`config.mk`:
```
export PLATFORM = sky130hd
export DESIGN_NAME = mul_div_unit
export DESIGN_NICKNAME = d
export VERILOG_FILES = /design/src/rtl/mul_div_unit.sv
export SDC_FILE = /design/constraint.sdc
export NUM_CORES = 1
export LEC_CHECK = 0
export ABC_AREA = 1
export BUFFER_PORTS_ARGS = -buffer_cell sky130_fd_sc_hd__buf_2
export CORE_ASPECT_RATIO = 0.9
export CORE_MARGIN = 2
export CORE_UTILIZATION = 30
export CTS_CLUSTER_DIAMETER = 150
export DETAILED_ROUTE_END_ITERATION = 10
export MAX_ROUTING_LAYER = met4
export PLACE_DENSITY = 0.58
export SETUP_SLACK_MARGIN = 0.3
export SLEW_MARGIN = 20
export SYNTH_ARGS = -nofsm -noshare
export SYNTH_HDL_FRONTEND = slang
export SYNTH_SLANG_ARGS = --single-unit
export TNS_END_PERCENT = 100
```
`constraint.sdc`:
```
create_clock -name clk -period 2.4 [get_ports clk]
set_clock_uncertainty 0.1 [all_clocks]
set_input_delay 0.36 -clock clk [delete_from_list [all_inputs] [get_ports clk]]
set_output_delay 0.36 -clock clk [all_outputs]
set_load 0.005 [all_outputs]
```
`src/rtl/mul_div_unit.sv`:
```
// Iterative MIPS multiply/divide unit holding architectural HI/LO.
// Shift-add multiply and restoring divide, one step per cycle, sign fix-up in a final cycle.
module mul_div_unit #(
   parameter int unsigned WIDTH = 32
) (
   input  logic             clk,
   input  logic             rst_n,
   input  logic             Start_E,
   input  logic [1:0]       MDUOp_E,
   input  logic [WIDTH-1:0] SrcA_E,
   input  logic [WIDTH-1:0] SrcB_E,
   input  logic             WriteHi_E,
   input  logic             WriteLo_E,
   input  logic             HiLoSel_E,
   output logic [WIDTH-1:0] HiLo_E,
   input  logic             MDUUse_D,
   output logic             MDUBusy,
   output logic             MDUStall_D,
   output logic             Done
);

   localparam int unsigned CW = (WIDTH > 1) ? $clog2(WIDTH) : 1;

   typedef enum logic [1:0] {S_IDLE, S_MUL, S_DIV, S_FIX} state_t;

   state_t             state, state_nxt;
   logic [WIDTH-1:0]   hi, lo, opnd;
   logic [2*WIDTH-1:0] acc;
   logic [CW-1:0]      cnt;
   logic               is_div, div_zero, neg_res, neg_rem;

   logic               signed_op, b_zero;
   logic [WIDTH-1:0]   a_mag, b_mag;
   logic [WIDTH:0]     mul_sum, div_shift, div_diff;
   logic               div_ok;
   logic [2*WIDTH-1:0] prod_fix;
   logic [WIDTH-1:0]   quot_fix, rem_fix;

   always_comb begin
      signed_op = ~MDUOp_E[0];
      b_zero    = (SrcB_E == '0);
      a_mag     = (signed_op && SrcA_E[WIDTH-1]) ? -SrcA_E : SrcA_E;
      b_mag     = (signed_op && SrcB_E[WIDTH-1]) ? -SrcB_E : SrcB_E;
      // Multiply: acc = {partial product, remaining multiplier bits}
      mul_sum   = {1'b0, acc[2*WIDTH-1:WIDTH]} + (acc[0] ? {1'b0, opnd} : '0);
      // Divide: acc = {partial remainder, dividend bits shifting into quotient}
      div_shift = {acc[2*WIDTH-1:WIDTH], acc[WIDTH-1]};
      div_diff  = div_shift - {1'b0, opnd};
      div_ok    = ~div_diff[WIDTH];
      prod_fix  = neg_res ? -acc : acc;
      quot_fix  = neg_res ? -acc[WIDTH-1:0] : acc[WIDTH-1:0];
      rem_fix   = neg_rem ? -acc[2*WIDTH-1:WIDTH] : acc[2*WIDTH-1:WIDTH];
   end

   always_ff @(posedge clk) begin
      if (!rst_n) state <= S_IDLE;
      else        state <= state_nxt;
   end

   always_comb begin
      state_nxt = state;
      case (state)
         S_IDLE: begin
            if (Start_E) begin
               if (!MDUOp_E[1])  state_nxt = S_MUL;
               else if (b_zero)  state_nxt = S_FIX;
               else              state_nxt = S_DIV;
            end
         end
         S_MUL, S_DIV: if (cnt == '0) state_nxt = S_FIX;
         S_FIX:        state_nxt = S_IDLE;
         default:      state_nxt = S_IDLE;
      endcase
   end

   always_ff @(posedge clk) begin
      if (!rst_n) begin
         hi       <= '0;
         lo       <= '0;
         opnd     <= '0;
         acc      <= '0;
         cnt      <= '0;
         is_div   <= 1'b0;
         div_zero <= 1'b0;
         neg_res  <= 1'b0;
         neg_rem  <= 1'b0;
      end else begin
         case (state)
            S_IDLE: begin
               if (Start_E) begin
                  cnt      <= CW'(WIDTH - 1);
                  is_div   <= MDUOp_E[1];
                  div_zero <= MDUOp_E[1] && b_zero;
                  neg_res  <= signed_op && (SrcA_E[WIDTH-1] ^ SrcB_E[WIDTH-1]);
                  neg_rem  <= signed_op && SrcA_E[WIDTH-1];
                  if (!MDUOp_E[1]) begin
                     acc  <= {{WIDTH{1'b0}}, b_mag};
                     opnd <= a_mag;
                  end else begin
                     // divide-by-zero keeps the raw dividend for HI
                     acc  <= {{WIDTH{1'b0}}, b_zero ? SrcA_E : a_mag};
                     opnd <= b_mag;
                  end
               end else begin
                  if (WriteHi_E) hi <= SrcA_E;
                  if (WriteLo_E) lo <= SrcA_E;
               end
            end
            S_MUL: begin
               acc <= {mul_sum, acc[WIDTH-1:1]};
               if (cnt != '0) cnt <= cnt - 1'b1;
            end
            S_DIV: begin
               acc <= {div_ok ? div_diff[WIDTH-1:0] : div_shift[WIDTH-1:0],
                       acc[WIDTH-2:0], div_ok};
               if (cnt != '0) cnt <= cnt - 1'b1;
            end
            S_FIX: begin
               if (div_zero) begin
                  lo <= '1;
                  hi <= acc[WIDTH-1:0];
               end else if (is_div) begin
                  lo <= quot_fix;
                  hi <= rem_fix;
               end else begin
                  lo <= prod_fix[WIDTH-1:0];
                  hi <= prod_fix[2*WIDTH-1:WIDTH];
               end
            end
            default: ;
         endcase
      end
   end

   assign HiLo_E     = HiLoSel_E ? hi : lo;
   assign MDUBusy    = (state != S_IDLE);
   assign MDUStall_D = MDUBusy & MDUUse_D;
   assign Done       = (state == S_FIX);

endmodule

```
==> flow_summary.json, run 1 <==
{
  "ys_ff_latch": 171,
  "yosysWarnings": 0,
  "period_share": 1.06,
  "setup_tns_ns": -2.55,
  "start_util": 0.302,
  "finalHoldViolCount": 0,
  "p_total_mw": 24.6,
  "worst_setup_path_end_kind": "flop",
  "worst_slack_ns": -0.146,
  "yosysSeqAreaShare": 0.182,
  "wl_met2_mm": 42.3,
  "crit_arrival_ns": 2.85,
  "hpwlAfterDp_mm": 80.6,
  "wl_met3_mm": 10.9,
  "drive_gt1_frac": 0.333,
  "route.top_layer_used": "met4",
  "drt-initial-drc-count": 3030,
  "dp_slack_ns": -0.307,
  "yosys.area.top_type": "nand2_1",
  "n_fill_cell": 6692,
  "synth_edf_count": 0,
  "htree_levels": 4,
  "leakage_nw": 13.7,
  "setup_viol": 32,
  "fmax_mhz": 393,
  "wl_per_cell_um": 20.9,
  "die_h_um": 241,
  "met1Wirelength_mm": 43.9,
  "final_antenna_net_count": 0,
  "vias_per_cell": 5.33,
  "fin_util": 0.442,
  "place_congestion": 1.09,
  "grt_max_degree": 108,
  "core_area_um2": 62300,
  "overflow": 0,
  "cts_buffer_depth": 2,
  "syn_inst": 3406,
  "required_ns": 2.70,
  "clk_latency_ns": 0.48,
  "slew_headroom": 0.543,
  "dp.cells": 4723,
  "placed_area_um2": 23900,
  "avgSynthCellArea_um2": 5.52,
  "cts_buffers": 17,
  "cts_tree": "built",
  "cp_max_fo": 11,
  "antenna_found_initial": 2,
  "worstMarginPinSlew_ns": 0.683,
  "path_class": "flop to flop",
  "synth.area.top_cells": "nand2_1 (21%), dfxtp_1 (18%), inv_1 (8.6%), nor2_1 (7.4%), nand3_1 (7.4%)",
  "vias": 25600,
  "nNetsFinal": 4096,
  "cellPowerDensity_nw_per_um2": 893,
  "async_flop_share": 0,
  "status": "finished, violations left",
  "drcViolationCount": 0,
  "cap_viol_max_count": 0,
  "grt_pass1_vias": 23300,
  "failed_checks": "negative setup slack",
  "cts.clk_slew.worst_paths_ns": 0.08,
  "grt_pass1_wl_mm": 145,
  "die_area_um2": 64600,
  "holdCritPathClass": "primary input to flop",
  "routed_wl_mm": 100,
  "peakVddDrop_mv": 0.558,
  "synth_cell_types": 53,
  "grt_usage": 0.309,
  "syn2layout_area_growth_pct": 46.6,
  "mostFrequentLayoutCells": "nand2_1 (927), buf_4 (509), inv_1 (384)",
  "synth_area_um2": 18800,
  "dr.pass1.iters": 8,
  "min_period_ns": 2.55,
  "io_buffers": 107,
  "ioPinCount": 108,
  "yosys.area.top_type_share": 0.207,
  "synth-main-ff-cell": "dfxtp_1",
  "final_common_cell": "nand2_1",
  "num_rows": 87,
  "startpoint_type": "flop",
  "cts_root_buffer": "clkbuf_16",
  "cts_sinks": 171,
  "instances_no_fill": 4808,
  "final_area_um2": 27500,
  "report.final.slew_viol_count": 0,
  "rsz0062_at_grt": "true",
  "whs_ns": 0.162,
  "die-width_um": 268,
  "synth_nets": 3555
}
-- path summary, 6_finish.rpt --
kind,endpoint,slack (ns),depth (start not counted),from
worst min-delay path,lo[11],0.16,3,SrcA_E[11]
worst max-delay path,acc[59],-0.15,15,acc[0]
worst max register to register,acc[59],-0.15,15,acc[0]
worst min register to register,lo[16],0.37,2,lo[16]
-- cell usage after synthesis, types with 13 or more instances --
master       n
a21oi_1    245
a21oi_2     13
a221oi_1    23
buf_2       13
clkbuf_1   107
dfxtp_1    171
ha_1        74
inv_1      429
mux2_2      14
nand2_1   1038
nand2_2     15
nand3_1    278
nand3b_1    23
nand4_1     30
nor2_1     372
nor3_1      32
o211ai_1    21
o21ai_0    245
o221ai_1    18
o22ai_1     23
or2_2       17
xnor2_1     19
xor2_1      44
-- registers in the layout, summed over array words and instances (netlist names) --
register	count
acc	64
hi	32
lo	32
opnd	32
cnt	5
state	2
div_zero	1
is_div	1
neg_rem	1
neg_res	1
-- metal layers --
layer  vias to the layer above  GRT usage
li1                      12200          -
met1                     12000      0.418
met2                      1290      0.454
met3                       189     0.0738
met4                         0     0.0926
met5                         -          -
-- logic make-up after synthesis --
family | after synthesis | share of synthesized area
xor+xnor | 63 | 0.0294
buf+inv | 582 | 0.119
flops | 171 | 0.182
fa+ha+maj | 76 | 0.0514
mux | 14 | 0.00839
compound gates | 656 | 0.198
simple gates | 1844 | 0.412
-- critical path: stages (launching register included) --
cell	delay, ns
dfxtp_4	0.37
buf_12	0.15
nand2_1	0.12
inv_1	0.09
ha_4	0.32
nand2_2	0.10
buf_4	0.14
nor2_1	0.21
nand2_1	0.13
nor2_2	0.16
nand2_4	0.07
nand3_2	0.08
nand3_2	0.10
nand2_1	0.11
nand2_1	0.07
a21oi_1	0.15
-- cell type report --
| cell class | instances | area, µm² | share of cell area |
|---|---|---|---|
| clock inverter | 14 | 143 | 0.00518 |
| timing repair buffer | 656 | 5000 | 0.182 |
| multi-input combinational | 2653 | 15700 | 0.569 |
| inverter | 448 | 1700 | 0.0617 |
| antenna | 3 | 7.51 | 0.000273 |
| sequential | 171 | 3520 | 0.128 |
| clock buffer | 18 | 429 | 0.0156 |
| tap | 845 | 1060 | 0.0384 |
-- power by group --
group          leakage, nW  internal (mW)  total [mW]  switching (mW)
Clock                0.266           1.45        2.87            1.42
Combinational         12.0           6.51        17.6            11.1
Sequential            1.43           3.53        4.10           0.577
Total                 13.7           11.5        24.6            13.1
-- what timing repair did --
item / in CTS / in global routing
resized for setup: 362 / 310
buffers inserted: 21 / 24
gates cloned: 0 / 5
hold buffers: 0 / 0
setup endpoints to repair: 153 / 132
pin swaps: 79 / 120
(Power assumes the default switching activity.)
==> run 2, diff against run 1 <==
--- a/config.mk
+++ b/config.mk
@@ -12,8 +12,8 @@
 export CORE_UTILIZATION = 30
 export CTS_CLUSTER_DIAMETER = 150
 export DETAILED_ROUTE_END_ITERATION = 10
+export GPL_TIMING_DRIVEN = 0
 export MAX_ROUTING_LAYER = met4
-export PLACE_DENSITY = 0.58
 export SETUP_SLACK_MARGIN = 0.3
 export SLEW_MARGIN = 20
 export SYNTH_ARGS = -nofsm -noshare
==> flow_summary.json, run 2 (synthesis results as in run 1) <==
{
  "instances_no_fill": 4538,
  "combPwrFrac": 0.704,
  "io_buffers": 105,
  "grt_usage": 0.315,
  "worstMarginPinSlew_ns": 1.10,
  "dr.pass1.iters": 6,
  "final_common_cell": "nand2_1",
  "period_share": 1.16,
  "ff2ff_path_depth": 21,
  "grt_pass1_vias": 22300,
  "finalHoldViolCount": 0,
  "grt_pass1_wl_mm": 146,
  "min_path_cells": 3,
  "cts_buffers": 17,
  "path_common_cell": "nand2_4",
  "pwr-share-seq": 0.173,
  "setup_viol": 76,
  "ioPinCount": 108,
  "leakage_nw": 12.2,
  "cts.clk_slew.worst_paths_ns": 0.09,
  "worst_path_largest_cell_delay_ns": 0.45,
  "status": "finished, violations left",
  "rsz0062_at_grt": "true",
  "holdCritPathClass": "primary input to flop",
  "largest_register_ffs": 64,
  "switchingPower_mw": 13.7,
  "core_area_um2": 62300,
  "use_met1": 0.433,
  "critical_path.top_delay_family": "simple AND/OR/NAND/NOR gates",
  "regMostFlops": "acc",
  "path_class": "flop to flop",
  "cp_max_fo": 5,
  "min_period_ns": 2.79,
  "nNetsFinal": 3826,
  "clockPowerShare": 0.122,
  "routed_wl_mm": 103,
  "die_h_um": 241,
  "switching_share": 0.553,
  "die_area_um2": 64600,
  "mostFrequentLayoutCells": "nand2_1 (909), inv_1 (389), nor2_1 (307)",
  "required_ns": 2.62,
  "overflow": 0,
  "use_met2": 0.445,
  "hpwlAfterDp_mm": 81.7,
  "start_util": 0.302,
  "cts_buffer_depth": 2,
  "report.final.slew_viol_count": 0,
  "die-width_um": 268,
  "drt-initial-drc-count": 3137,
  "drcViolationCount": 0,
  "cts_sinks": 171,
  "worst_setup_path_end_kind": "flop",
  "p_total_mw": 24.7,
  "drive_gt1_frac": 0.273,
  "cp_num_cells": 21,
  "wl_per_cell_um": 22.6,
  "cts_root_buffer": "clkbuf_16",
  "htree_levels": 4,
  "antenna_found_initial": 2,
  "met3_usage": 0.0672,
  "cts_tree": "built",
  "grt_max_degree": 17,
  "slew_headroom": 0.266,
  "cpMaxStageDelayCell": "fa_2",
  "cellPowerDensity_nw_per_um2": 975,
  "failed_checks": "negative setup slack",
  "place_congestion": 1.09,
  "internal_power_mw": 11.0,
  "peakVddDrop_mv": 0.614,
  "grt_busiest_layer": "met2",
  "cp_cell_sequence": "inv_8 > ha_4 > fa_2 > inv_2 > nand3_2 > nand2_4 > nand2_4 > nand2_4 > nand2_4 > nand2_4 > nand2_4 > nand2_4 > nand2_8 > nand2_4 > buf_8 > buf_12 > nand2_4 > nand3_2 > nand2_1 > nand2_1 > a21oi_2",
  "fmax_mhz": 358,
  "num_rows": 87,
  "clk_latency_ns": 0.49,
  "vias_per_cell": 5.56,
  "cap_viol_max_count": 0,
  "worst-path-buf-inv": 4,
  "dp.cells": 4356,
  "startpoint_type": "flop",
  "worst_slack_ns": -0.392,
  "syn2layout_area_growth_pct": 35.0,
  "final_antenna_net_count": 0,
  "setup_tns_ns": -16.73,
  "vias": 25200,
  "crit_arrival_ns": 3.01
}
-- run 2: cell count changes in the layout (fill, tap and decap cells not counted), moves of 15 or more --
| cell | before | now |
|---|---|---|
| ha_1 | 14 | 31 |
| clkbuf_2 | 0 | 36 |
| nand2_4 | 28 | 49 |
| o21ai_1 | 47 | 29 |
| nand2_1 | 927 | 909 |
| buf_4 | 509 | 92 |
| clkbuf_1 | 1 | 55 |
| inv_2 | 51 | 36 |
| ha_4 | 55 | 24 |
| buf_6 | 19 | 51 |
-- run 2: per-layer routing --
metal  part of all wire  vias up
li1                   -    11600
met1               0.42    11700
met2               0.41     1591
met3               0.12      275
met4              0.048        0
met5                  0        -
-- run 2: power groups by stage --
| stage | sequential, mW | clock (mW) | combinational, mW |
|---|---|---|---|
| 3_5_place_dp | 4.17 | 0 | 12.3 |
| 4_1_cts | 4.19 | 3.00 | 15.0 |
| 6_report | 4.29 | 3.03 | 17.4 |
| 2_1_floorplan | 3.88 | 0 | 8.16 |
| 3_3_place_gp | 4.17 | 0 | 12.3 |
| 5_1_grt | 4.32 | 3.11 | 18.4 |
-- run 2: path summary, 6_finish.rpt --
check / from / to / slack, ns
max: acc[31] / acc[35] / -0.39
min: SrcA_E[11] / hi[11] / 0.15
max reg2reg: acc[31] / acc[35] / -0.39
min reg2reg: lo[9] / lo[9] / 0.37
-- run 2: final cells by class --
| cell class | count | area, µm² |
|---|---|---|
| repair buffers | 252 | 1910 |
| multi-input cells | 2653 | 15800 |
| well taps | 845 | 1060 |
| fillers | 6837 | 36900 |
| clock buffers | 19 | 453 |
| clock inverters | 13 | 153 |
| plain buffers | 134 | 729 |
| inverters | 448 | 1760 |
| diodes | 3 | 7.51 |
| flip-flops and latches | 171 | 3530 |
-- run 2: repair_timing --
item / in CTS / in global routing
gates resized for setup: 569 / 334
hold buffers: 0 / 0
endpoints found under the setup margin: 171 / 174
cloned: 5 / 0
pin swaps: 131 / 157
buffers inserted: 92 / 50
-- run 2: worst register-to-register path, cell delays in order (launching register included) --
cell	delay [ns]
dfxtp_4	0.40
inv_8	0.04
ha_4	0.16
fa_2	0.45
inv_2	0.10
nand3_2	0.08
nand2_4	0.08
nand2_4	0.05
nand2_4	0.08
nand2_4	0.07
nand2_4	0.07
nand2_4	0.07
nand2_4	0.09
nand2_8	0.08
nand2_4	0.10
buf_8	0.13
buf_12	0.14
nand2_4	0.07
nand3_2	0.07
nand2_1	0.06
nand2_1	0.09
a21oi_2	0.05
-- run 2: per-stage QoR --
stage / hold WS [ns] / instance area (µm²) / worst slack (ns) / utilization
after floorplan: 0.346 / 18900 / -0.0325 / -
after global placement: 0.357 / 20500 / -0.934 / 0.329
after detailed placement: 0.363 / 20500 / -0.926 / 0.329
after CTS: 0.116 / 23800 / -0.318 / 0.382
after global routing: 0.134 / 25400 / -0.443 / 0.407
final: 0.147 / 25400 / -0.392 / 0.407
